===== src/rtl/serial_subtractor_8bits_pkg.sv =====
// Shared constants for the bit-serial subtractor: state encoding and default width.
package sub_pkg;

  localparam int SUB_WIDTH = 8;

  localparam logic [1:0] IDLE = 2'd0;
  localparam logic [1:0] RUN  = 2'd1;
  localparam logic [1:0] DONE = 2'd2;

endpackage


===== src/rtl/serial_subtractor_8bits_if.sv =====
// Handshake and operand/result bundle for the bit-serial subtractor.
// Clock and reset are kept as plain ports on the modules.
import sub_pkg::*;

interface serial_subtractor_8bits_if #(
  parameter int WIDTH = SUB_WIDTH
);

  logic             Sub_start;
  logic [WIDTH-1:0] Sub_in1;
  logic [WIDTH-1:0] Sub_in2;
  logic             Sub_busy;
  logic             Sub_done;
  logic [WIDTH-1:0] Sub_diff;
  logic             Sub_bout;
  logic             Sub_ovf;
  logic             Sub_zero;

  // Requester side: issues operands and start, observes status and results.
  modport master (
    output Sub_start, Sub_in1, Sub_in2,
    input  Sub_busy, Sub_done, Sub_diff, Sub_bout, Sub_ovf, Sub_zero
  );

  // Subtractor side.
  modport slave (
    input  Sub_start, Sub_in1, Sub_in2,
    output Sub_busy, Sub_done, Sub_diff, Sub_bout, Sub_ovf, Sub_zero
  );

endinterface


===== src/rtl/serial_subtractor_8bits_full_subtractor.sv =====
// Single-bit full subtractor cell: in1 - in2 - bin.
module full_subtractor (
  input  logic FS_in1,
  input  logic FS_in2,
  input  logic FS_bin,
  output logic FS_diff,
  output logic FS_bout
);

  assign FS_diff = FS_in1 ^ FS_in2 ^ FS_bin;
  assign FS_bout = (~FS_in1 & FS_in2) | (~(FS_in1 ^ FS_in2) & FS_bin);

endmodule


===== src/rtl/serial_subtractor_8bits.sv =====
// Bit-serial two's-complement subtractor, LSB first, one full-subtractor cell.
//
//   state | meaning
//   IDLE  | waiting for Sub_start; operands captured on the accepting edge
//   RUN   | one bit per clock through the cell, WIDTH edges in total
//   DONE  | one-cycle Sub_done pulse, then back to IDLE
//
// Result outputs only change on the final RUN edge, so the previous result
// stays visible for the whole of a new operation.
import sub_pkg::*;

module serial_subtractor_8bits #(
  parameter int WIDTH = SUB_WIDTH
) (
  input logic                     Sub_clk,
  input logic                     Sub_rst_n,
  serial_subtractor_8bits_if.slave bus
);

  localparam int CNT_W = $clog2(WIDTH + 1);

  logic [1:0]       state;
  logic [WIDTH-1:0] a_sr;
  logic [WIDTH-1:0] b_sr;
  logic [WIDTH-1:0] r_sr;
  logic             borrow;
  logic [CNT_W-1:0] cnt;

  logic [WIDTH-1:0] diff_q;
  logic             bout_q;
  logic             ovf_q;
  logic             zero_q;
  logic             done_q;

  logic             fs_diff;
  logic             fs_bout;
  logic             last_bit;
  logic [WIDTH-1:0] diff_final;

  full_subtractor u_fs (
    .FS_in1  (a_sr[0]),
    .FS_in2  (b_sr[0]),
    .FS_bin  (borrow),
    .FS_diff (fs_diff),
    .FS_bout (fs_bout)
  );

  // The counter reaches WIDTH-1 just before the last bit is processed.
  assign last_bit   = (state == RUN) && (cnt == CNT_W'(WIDTH - 1));
  assign diff_final = {fs_diff, r_sr[WIDTH-1:1]};

  // Sequencing, operand/result shift registers and result flag capture.
  // On the last bit a_sr[0]/b_sr[0] hold the original operand MSBs, which
  // is what the overflow test needs.
  always_ff @(posedge Sub_clk or negedge Sub_rst_n) begin
    if (!Sub_rst_n) begin
      state  <= IDLE;
      a_sr   <= '0;
      b_sr   <= '0;
      r_sr   <= '0;
      borrow <= 1'b0;
      cnt    <= '0;
      diff_q <= '0;
      bout_q <= 1'b0;
      ovf_q  <= 1'b0;
      zero_q <= 1'b0;
      done_q <= 1'b0;
    end else begin
      case (state)
        IDLE: begin
          done_q <= 1'b0;
          if (bus.Sub_start) begin
            a_sr   <= bus.Sub_in1;
            b_sr   <= bus.Sub_in2;
            r_sr   <= '0;
            borrow <= 1'b0;
            cnt    <= '0;
            state  <= RUN;
          end
        end
        RUN: begin
          r_sr   <= diff_final;
          a_sr   <= a_sr >> 1;
          b_sr   <= b_sr >> 1;
          borrow <= fs_bout;
          cnt    <= cnt + 1'b1;
          if (last_bit) begin
            state  <= DONE;
            diff_q <= diff_final;
            bout_q <= fs_bout;
            ovf_q  <= (a_sr[0] != b_sr[0]) && (fs_diff != a_sr[0]);
            zero_q <= (diff_final == '0);
            done_q <= 1'b1;
          end
        end
        DONE: begin
          done_q <= 1'b0;
          state  <= IDLE;
        end
        default: begin
          done_q <= 1'b0;
          state  <= IDLE;
        end
      endcase
    end
  end

  assign bus.Sub_busy = (state == RUN);
  assign bus.Sub_done = done_q;
  assign bus.Sub_diff = diff_q;
  assign bus.Sub_bout = bout_q;
  assign bus.Sub_ovf  = ovf_q;
  assign bus.Sub_zero = zero_q;

endmodule

===== src/flat_wrapper.sv =====
// flat-port wrapper written by rule: the top's interface ports become plain ports
module serial_subtractor_8bits_flat 
#(
  parameter int WIDTH = SUB_WIDTH
)
  (Sub_clk, Sub_rst_n, bus_Sub_start, bus_Sub_in1, bus_Sub_in2, bus_Sub_busy, bus_Sub_done, bus_Sub_diff, bus_Sub_bout, bus_Sub_ovf, bus_Sub_zero);
  serial_subtractor_8bits_if #(.WIDTH(WIDTH)) bus_i ();
  input logic Sub_clk;
  input logic Sub_rst_n;
  input wire logic [$bits(bus_i.Sub_start)-1:0] bus_Sub_start;
  input wire logic [$bits(bus_i.Sub_in1)-1:0] bus_Sub_in1;
  input wire logic [$bits(bus_i.Sub_in2)-1:0] bus_Sub_in2;
  output wire logic [$bits(bus_i.Sub_busy)-1:0] bus_Sub_busy;
  output wire logic [$bits(bus_i.Sub_done)-1:0] bus_Sub_done;
  output wire logic [$bits(bus_i.Sub_diff)-1:0] bus_Sub_diff;
  output wire logic [$bits(bus_i.Sub_bout)-1:0] bus_Sub_bout;
  output wire logic [$bits(bus_i.Sub_ovf)-1:0] bus_Sub_ovf;
  output wire logic [$bits(bus_i.Sub_zero)-1:0] bus_Sub_zero;
  assign bus_i.Sub_start = bus_Sub_start;
  assign bus_i.Sub_in1 = bus_Sub_in1;
  assign bus_i.Sub_in2 = bus_Sub_in2;
  assign bus_Sub_busy = bus_i.Sub_busy;
  assign bus_Sub_done = bus_i.Sub_done;
  assign bus_Sub_diff = bus_i.Sub_diff;
  assign bus_Sub_bout = bus_i.Sub_bout;
  assign bus_Sub_ovf = bus_i.Sub_ovf;
  assign bus_Sub_zero = bus_i.Sub_zero;
  serial_subtractor_8bits #(.WIDTH(WIDTH)) u_core (.Sub_clk(Sub_clk), .Sub_rst_n(Sub_rst_n), .bus(bus_i));
endmodule

===== config.mk =====
export PLATFORM = sky130hd
export DESIGN_NAME = serial_subtractor_8bits_flat
export DESIGN_NICKNAME = d
export VERILOG_FILES = /design/src/rtl/serial_subtractor_8bits_pkg.sv /design/src/rtl/serial_subtractor_8bits_if.sv /design/src/rtl/serial_subtractor_8bits_full_subtractor.sv /design/src/rtl/serial_subtractor_8bits.sv /design/src/flat_wrapper.sv
export SDC_FILE = /design/constraint.sdc
export NUM_CORES = 1
export LEC_CHECK = 0
export ABC_AREA = 1
export CELL_PAD_IN_SITES_DETAIL_PLACEMENT = 2
export CELL_PAD_IN_SITES_GLOBAL_PLACEMENT = 2
export CORE_ASPECT_RATIO = 1.4
export CORE_MARGIN = 5
export CORE_UTILIZATION = 32
export CTS_CLUSTER_DIAMETER = 120
export DETAILED_ROUTE_END_ITERATION = 12
export PLACE_DENSITY = 0.86
export SYNTH_ARGS = -nofsm -noshare
export SYNTH_HDL_FRONTEND = slang
export SYNTH_HIERARCHICAL = 1
export SYNTH_SLANG_ARGS = --single-unit

===== constraint.sdc =====
create_clock -name Sub_clk -period 1.55 [get_ports Sub_clk]
set_input_delay 0.155 -clock Sub_clk [delete_from_list [all_inputs] [get_ports Sub_clk]]
set_output_delay 0.155 -clock Sub_clk [all_outputs]
set_load 0.05 [all_outputs]

# After elaboration in Yosys (flattened, before gate mapping)
# Index checks and enable logic that the tools add are counted.
[totals]
ff_bits = 43
memories = 0
mem_bits_ro = 0
latchBits = 0
output_inout_bits = 13
ram_bits = 0
[op_classes]
shifts = 0
reduce_logical = 8
n_bitwise = 7
n_eq_ne = 6
n_mux = 15
n_lt_le_gt_ge = 0
n_mul = 0
div_mod_pow = 0
add_sub_neg = 1
[op_table]
columns = ["cell", "n"]
rows = [
  ["$pmux W8 S2", 3],
  ["$mux W8", 3],
  ["$logic_not A8 Y1", 1],
  ["$pmux W4 S2", 1],
  ["$reduce_and A2 Y1", 3],
  ["$add A4 B1 Y4 const B", 1],
  ["$eq A4 B3 Y1 const B", 1],
  ["$mux W2", 2],
  ["$mux W4", 1],
  ["$pmux W2 S2", 1],
  ["$mux W1", 3],
  ["$and A1 B1 Y1", 2],
  ["$eq A2 B1 Y1 const B", 1],
  ["$logic_and A1 B1 Y1", 2],
  ["$logic_not A2 Y1", 1],
  ["$ne A1 B1 Y1", 2],
  ["$ne A2 B1 Y1 const B", 1],
  ["$ne A2 B2 Y1 const B", 1],
  ["$not A1 Y1", 2],
  ["$pmux W1 S2", 1],
  ["$reduce_bool A2 Y1", 1],
  ["$xor A1 B1 Y1", 2],
  ["$or A1 B1 Y1", 1],
]

# Depth between registers and ports, before layout
# Gate-level depths: netlist (run 1).
[logic_depth]
depth_word = 5
mapped_depth = 7

# Cells and area by module
# Netlist (run 1), hierarchy kept.
[by_module_without_submodules]
columns = ["mod", "cells_per_inst", "instances", "area_each_um2"]
rows = [
  ["serial_subtractor_8bits", 200, 1, 1858.0],
  ["full_subtractor", 4, 1, 31.3],
]

# Worst setup path after synthesis (run 1)
# No wires, ideal clock.
[synth_path]
kind = "flip-flop to flip-flop"
from = "register u_core.a_sr[0]"
to = "register u_core.ovf_q, in the netlist u_core/bus.Sub_ovf"
setup_time_ps = 118
path_stages_with_launch = 7
required_time_ps = 1432
slack_ps = 196
synth_period_minus_slack_ps = 1354
t_arrival_ps = 1236
cell_sequence = "dfrtp_1 -> fa_1 -> nor2_1 -> nand2_1 -> o21ai_0 -> nand2_1 -> nand2_1"
[synth_between]
elab_chain_cells = 4
elab_cells_between_ends = 5
cone_classes = "eq/ne: 2; bitwise: 2; reduce/logical: 1"
[synth_rtl]
columns = ["item", "line_no", "text"]
rows = [
  ["from (decl)", "serial_subtractor_8bits.sv:23", "logic [WIDTH-1:0] a_sr;"],
  ["from (signal assigned)", "serial_subtractor_8bits.sv:73", "a_sr <= bus.Sub_in1;"],
  ["from (signal assigned)", "serial_subtractor_8bits.sv:83", "a_sr <= a_sr >> 1;"],
  ["$xor A1 B1 Y1 (2 in series)", "serial_subtractor_8bits_full_subtractor.sv:10", "assign FS_diff = FS_in1 ^ FS_in2 ^ FS_bin;"],
  ["via u_core.fs_diff", "serial_subtractor_8bits.sv:35", "logic fs_diff;"],
  ["$ne A1 B1 Y1", "serial_subtractor_8bits.sv:91", "ovf_q <= (a_sr[0] != b_sr[0]) && (fs_diff != a_sr[0]);"],
  ["$logic_and A1 B1 Y1", "serial_subtractor_8bits.sv:91", ""],
  ["to (signal assigned)", "serial_subtractor_8bits.sv:91", ""],
  ["to (decl)", "serial_subtractor_8bits.sv:31", "logic ovf_q;"],
]
# The timed path passes the listed nets, and every way through them passes these cells.
# A chain may end at the register's enable or synchronous reset.

# Worst setup path in the final report (run 1)
[layout_path]
from = "register u_core.borrow"
to = "register u_core.ovf_q, in the netlist u_core/bus.Sub_ovf"
[layout_between]
elab_chain_cells = 3
[layout_rtl]
columns = ["item", "line_no", "text"]
rows = [
  ["from (decl)", "serial_subtractor_8bits.sv:26", "logic borrow;"],
  ["from (signal assigned)", "serial_subtractor_8bits.sv:85", "borrow <= fs_bout;"],
  ["$xor A1 B1 Y1", "serial_subtractor_8bits_full_subtractor.sv:10", ""],
  ["via u_core.fs_diff", "serial_subtractor_8bits.sv:35", ""],
  ["$ne A1 B1 Y1", "serial_subtractor_8bits.sv:91", ""],
  ["$logic_and A1 B1 Y1", "serial_subtractor_8bits.sv:91", ""],
]
# The timed path passes the listed nets, and every way through them passes these cells.

==> results.txt, run 1 <==
The post-layout utilization of the core is between 40% and 50%. The overflow left after global routing came out at 0. In this run the register-to-register setup slack is 0.06 ns. The count of synthesis-stage warnings from yosys came out at 6. For this configuration, the core starts out at a cell density of between 30% and 40%. The layout net count came out at between 200 and 300. The final max-slew violation count is 0. The detailed-route vias per instance is ~5. The most frequent cell on the critical path is nand2_1.

The endpoint arrival time on the critical path came out at between 1.5 and 2 ns. The worst slew margin relative to its limit is between 60 and 70%. The element type at the critical path end is a flip-flop. The final weighted congestion in routability-driven placement is ~0.75. The clock transition time at the flip-flop clock pins of the worst setup and hold paths is approximately 0.08 ns. The clock arrives with 0.00596 ns of skew. The number of levels in the clock H-tree is 2. The remaining routing DRC violations is 0. The sequential fraction of the synthesis area came out at 55.6%.

The number of storage elements in the synthesis netlist is 42. The signal on the critical path passes through inv_1 > fa_1 > nor2_1 > nand2_1 > o21ai_0 > nand2_1 > nand2_1. The detailed-placement wirelength estimate came out at ~3800 um.

The longest individual stage delay on the worst path came out at ~0.63 ns. The number of antenna violations at the first check in global routing is 0. By area the synthesized netlist is led by dfrtp_1, nand3_1, nand2_1.

The most used flip-flop cell after synthesis is dfrtp_1. The critical path in this run is classified as reg -> reg. The maximum achievable frequency is about 0.67 GHz. The via count of the first global-routing pass is around 1.8k. The clock tree from TritonCTS is done. The biggest area contributor in the post-synthesis netlist is dfrtp_1.

In this run the critical register-to-register path is launched from u_core/borrow. The total count of hold-check failures in the final report came out at 0. Across the run, the number of max-cap violations was 0. The maximum fanout encountered on the critical timing path is 4. The synthesized netlist net count is about 230.

The final wirelength came out at between 5000 and 6000 um. The final period utilization came out at ~96%. The cell sitting at the root of the clock tree is a clkbuf_8. The number of fillers in the final layout is about 650.

In the layout the commonest cells are nand3_1, dfrtp_1, nand2_1. The count of cell types in the netlist came out at 22. The endpoint identified for the worst register-to-register timing path is u_core/bus.Sub_ovf. The summed instance area of the synthesized netlist is ~1900 um^2.

Global routing used between 10% and 20% of the available tracks across all layers. The worst setup path is launched from a flip-flop. The data required time at the worst endpoint is between 1.5 and 2 ns. The first detailed-routing pass took 4 iterations.

The clock period minus worst slack came out at approximately 1.5 ns. Power spread over the standard cell area amounts to between 2000 and 2500 nW/um^2. The die area came out at between 7000 and 8000 um^2.

The async set-reset flop share out of synthesis is between 90% and 100%. In the final routed layout, each cell accounts on average for roughly 17 um. The core region is roughly 5800 um^2.

The clock passes through at most 2 buffers. The number of enable-type register cells in the synthesized netlist came out at 0. The CTS sink count came out at 42. The horizontal die dimension is approximately 75 um. The worst reg-to-reg path cell count is 7. The static leakage is around 1.2 nW. The smallest hold slack came out at about 0.34 ns. The detailed-route via count is ~1.6k. The flow ran to the end, and the final reports show no timing, DRC or antenna violations. Leaving out fill and tap cells, the most frequent cell in the layout is nand3_1. The per-instance average area after synthesis came out at approximately 9 um^2. The largest individual stage delay along the critical path comes from the cell fa_1. In this run the count of I/O pins placed on the die edge is 32. The initialized floorplan defines 33 standard-cell rows. The global-route wire length before repair came out at between 8000 and 9000 um. The die extent in y is 101 um. The slack of the critical path came out at around 0.058 ns. In the synthesized netlist, the number of instances is about 200. The number of port buffers came out at 31. The number of antenna cells inserted is 0.

The count of routing violations after the opening detailed-route iteration is 40. Together, buffers and inverters on the worst path number 1. Before CTS, the worst setup slack after placement is 0.0665 ns. The cell family contributing the most delay on the critical path is adder cells. At the later pin of the worst-skew pair, clock insertion delay measures around 0.3 ns. The area overhead of the layout relative to synthesis is 27.5%. The transition time at the pin with the least slew margin came out at 0.483 ns. The detail route stage leaves a number of antenna-violating nets equal to 0.

The worst hold path belongs to the class in -> async. The largest net degree at the start of global routing came out at 26. Across the VDD grid, the largest voltage drop is 0.687 mV.

The number of buffers created by CTS is 5. The number of setup violations in the final report is 0. The fraction of layout cells with a size suffix above 1 is 20.7%. The area fraction of the dominant cell type after synthesis came out at 55.6%.
worst max-delay path by stage:
stage               slack, ns      startpoint                   to  cells after the start
floorplan                0.20  u_core/a_sr[0]   u_core/bus.Sub_ovf                      6
global placement         0.15  u_core/a_sr[0]   u_core/bus.Sub_ovf                      6
detailed placement       0.07  u_core/a_sr[0]   u_core/bus.Sub_ovf                      6
CTS                      0.04  u_core/b_sr[0]  u_core/bus.Sub_zero                      7
global route            -0.02   u_core/borrow  u_core/bus.Sub_zero                      7
finish                   0.06   u_core/borrow   u_core/bus.Sub_ovf                      7
Yosys cell counts, drive strengths merged, types with 7 or more instances:
cell type,count
nand3,49
nand2,45
dfrtp,42
inv,16
nor2,15
o21ai,13
buf,10
o22ai,7
metrics by stage:
| stage | instances | setup TNS [ns] | instance area (um^2) | power (mW) |
|---|---|---|---|---|
| 2_1_floorplan | 204 | 0 | 1890 | 3.63 |
| 3_3_place_gp | 305 | 0 | 2290 | 4.34 |
| 3_5_place_dp | 305 | 0 | 2290 | 4.51 |
| 4_1_cts | 314 | 0 | 2390 | 5.30 |
| 5_1_grt | 316 | -0.0337 | 2410 | 5.68 |
| 6_report | 316 | 0 | 2410 | 5.27 |
cell families after synthesis:
group           Yosys count  share of synthesized area, %
simple gates            110                          26.4
flops                    42                          55.6
compound gates           23                          8.61
buf+inv                  27                          7.62
fa+ha+maj                 2                          1.72
power by group:
group	internal (mW)	leakage, nW	switching, mW
logic	0.937	0.567	1.71
registers	1.56	0.539	0.317
clock network	0.360	0.0482	0.387
total	2.85	1.15	2.42
registers in the layout (all words and copies together), names as in the netlist:
| name | count |
|---|---|
| u_core/bus.Sub_bout | 1 |
| u_core/b_sr | 8 |
| u_core/bus.Sub_diff | 8 |
| u_core/borrow | 1 |
| u_core/cnt | 4 |
| u_core/bus.Sub_zero | 1 |
| u_core/bus.Sub_ovf | 1 |
| u_core/state | 2 |
| u_core/r_sr | 7 |
| u_core/a_sr | 8 |
| u_core/bus.Sub_done | 1 |
metal layers:
| metal | part of all wire [%] | GRT usage (%) | routed length, um | vias to the layer above |
|---|---|---|---|---|
| li1 | - | - | - | 756 |
| met1 | 40 | 16.9 | 2100 | 794 |
| met2 | 55 | 27.2 | 2880 | 35 |
| met3 | 4.1 | 3.79 | 216 | 7 |
| met4 | 1.5 | 4.93 | 80 | 0 |
| met5 | 0 | 0 | 0 | - |
area by class of cell:
| cell class | count | area, um^2 | share of cell area, % |
|---|---|---|---|
| Sequential cell | 42 | 1050 | 43.6 |
| Tap cell | 70 | 87.6 | 3.64 |
| Inverter | 16 | 60.1 | 2.49 |
| Multi-Input combinational cell | 135 | 697 | 28.9 |
| Timing Repair Buffer | 45 | 422 | 17.5 |
| Clock buffer | 7 | 86.3 | 3.58 |
| Clock inverter | 1 | 5.00 | 0.208 |
what timing repair did:
| item | CTS | global route |
|---|---|---|
| hold buffers | 1 | 0 |
| resized for setup | 0 | 2 |
| setup buffers | 0 | 2 |
| endpoints found under the setup margin | 0 | 3 |
| endpoints found under the hold margin | 17 | 0 |
Power figures use the tool's default switching activity.
==> inputs of run 2 (changes only) <==
- CAP_MARGIN: unset -> 20
- CORE_ASPECT_RATIO: 1.4 -> 1.75
- REMOVE_ABC_BUFFERS: unset -> 1
==> run 2 against run 1 <==
Compared with the run above: cell count up 2.2%; worst hold slack better by 0.10 ns; via count down 0.13%; critical path type is now reg -> out; critical endpoint is now bus_Sub_busy; highest routed layer unchanged.
==> results.txt, run 2 (synthesis gave the netlist of run 1 again) <==
The detailed-placement wirelength estimate came to 3680 um (-3.5%). The number of iterations in the first detailed-routing pass is 4 (unchanged). The number of standard-cell rows in the floorplan came out at 37 (+12%). The kind of start point of the critical path is a flip-flop. The worst hold path begins at bus_Sub_in1[2].

The post-detailed-route count of antenna-violating nets came out at 0 (unchanged). The flow ran to the end, and the final reports show no timing, DRC or antenna violations. The number of buffers created by CTS is 5 (unchanged).

The number of levels in the clock H-tree is 2 (unchanged). In this run the critical register-to-register path is launched from u_core/a_sr[0]. The tree is rooted in a clkbuf_8. The data required time at the worst endpoint is 1.39 ns (-0.35 ns). The final weighted congestion in routability-driven placement is 0.766 (+2.0%). The worst slew margin relative to its limit came out at 63.2% (-4.7 points). The register area came to 1050 um^2 (+0.12%).

The clock transition time at the flip-flop clock pins of the worst setup and hold paths is 0.08 ns (about the same). The insertion delay to the later sink of the worst-skew pair came out at 0.29 ns (about the same). The via count of the first global-routing pass came out at 1,750 (-1.2%).

The number of top-level pins came out at 32 (unchanged). The maximum clock insertion buffer count is 2 (unchanged). The maximum achievable frequency is 0.681 GHz (+1.6%).

The power per standard cell area came out at 2170 nW/um^2 (-0.70%). The final max-slew violation count is 0 (unchanged). The cell depth of the worst hold path came out at 3. TritonCTS built the clock tree.

The register-to-register setup slack is 0.09 ns (+0.03 ns). The largest net degree at the start of global routing is 43 (+65%). The number of setup violations in the final report is 0 (unchanged). The worst reg-to-reg path cell count is 6 (-1). The total area of multi-input combinational cells is 701 um^2 (+0.54%). The horizontal die dimension came out at 68.1 um (-9.1%). The final period utilization is 94.7% (-1.5 points).

The starting density of the core came to 32.4% (-0.063 points). The post-layout utilization of the core is 41.2% (-0.17 points). The maximum fanout encountered on the critical timing path came to 11 (+7). The number of fillers in the final layout is 688 (+6.5%).

The setup skew after layout is 0.00790 ns (+0.00194 ns). The maximum resistive drop on vdd came out at 0.757 mV (+10%). Leaving out fill and tap cells, the most frequent cell in the layout is nand3_1. The smallest hold slack came to 0.445 ns (+0.104 ns). The endpoint arrival time on the critical path came out at 1.31 ns (-0.37 ns). The detailed-route via count came out at 1,590 (-0.13%). In this run the worst setup path begins at u_core/state[1]. The detailed-route vias per instance is 4.92 (-2.3%).

The number of port buffers came to 31 (unchanged). The transition time at the pin with the least slew margin was 0.553 ns (+0.0698 ns). The total placed cells including tap cells is 312 (+2.3%). The clock period minus worst slack came out at 1.47 ns (-0.0239 ns). The routed wire length per instance is 15.5 um (-7.0%). In the layout the commonest cells are nand3_1, nand2_1, dfrtp_1. The worst flop-to-flop path endpoint is u_core/bus.Sub_ovf. The overall track demand over capacity in global routing is 14.5% (-0.63 points). The worst setup path is captured at an output pin. The overflow left after global routing came to 0 (unchanged). The die area is 7600 um^2 (+0.51%). The remaining routing DRC violations is 0 (unchanged).

The fraction of layout cells with a size suffix above 1 came out at 22.0% (+1.3 points). The core area was 5830 um^2 (+0.19%). The layout net count is 265 (-0.38%). The CTS sink count is 42 (unchanged).

The final standard cell count with taps included and fillers excluded came to 323 (+2.2%). The area overhead of the layout relative to synthesis is 27.2%. The total count of hold-check failures in the final report came out at 0 (unchanged). By startpoint and endpoint, the worst setup path is classified as reg -> out. The number of antenna violations at the first check in global routing came out at 0 (unchanged). The final wirelength came to 5020 um (-4.9%). The total of max-cap violations is 0 (unchanged). The global-route wire length before repair was 8420 um (-2.5%).

The count of routing violations after the opening detailed-route iteration came to 46 (+15%). The die extent in y came out at 112 um (+11%). The static leakage came out at 1.14 nW (-1.1%). The worst-case hold path end point is u_core/a_sr[2].

The type of the most critical hold path is in -> reg. The number of antenna cells inserted came to 0 (unchanged). Setup repair after global routing left no endpoint under its margin.
run 2: metal layers:
layer,routed length [um],GRT usage [%],share of wire [%]
met1,1870,15.6,37
met2,2920,27.2,58
met3,136,1.92,2.7
met4,89,5.18,1.8
met5,0,0,0
run 2: area by class of cell:
type / instances / area share, %
timing repair buffer: 44 / 16.6
inverter: 16 / 2.50
clock buffer: 6 / 3.44
tap: 78 / 4.06
multi-input combinational: 135 / 29.2
sequential: 42 / 43.8
clock inverter: 2 / 0.521
run 2: through the flow:
stage	setup slack [ns]	TNS (ns)	instance area [um^2]	total power, mW
final	0.0819	0	2400	5.23
after floorplan	-0.423	-4.61	1810	3.49
after CTS	0.0190	0	2380	5.25
after global routing	0.0143	0	2400	5.61
after detailed placement	0.0373	0	2280	4.47
after global placement	0.153	0	2280	4.31
run 2: power by group:
group	total [mW]	switching, mW	internal (mW)
clock network	0.745	0.387	0.358
logic	2.60	1.68	0.913
registers	1.88	0.325	1.56
run 2: repair_timing:
action                                  CTS  global route
buffers inserted                          0             2
endpoints found under the hold margin    42             0
gates resized for setup                   0             5
endpoints found under the setup margin    0             1
hold buffers                              1             0
run 2: critical path, stage by stage (launching register included):
cell and delay, ns:
dfrtp_1 0.43, nor2_2 0.20, buf_4 0.23, buf_12 0.15
run 2: worst max path at each step:
stage,endpoint,cells after the start
floorplan,u_core/bus.Sub_bout,4
global placement,u_core/bus.Sub_ovf,6
detailed placement,u_core/bus.Sub_ovf,6
CTS,u_core/bus.Sub_ovf,7
global route,bus_Sub_busy,3
finish,bus_Sub_busy,3
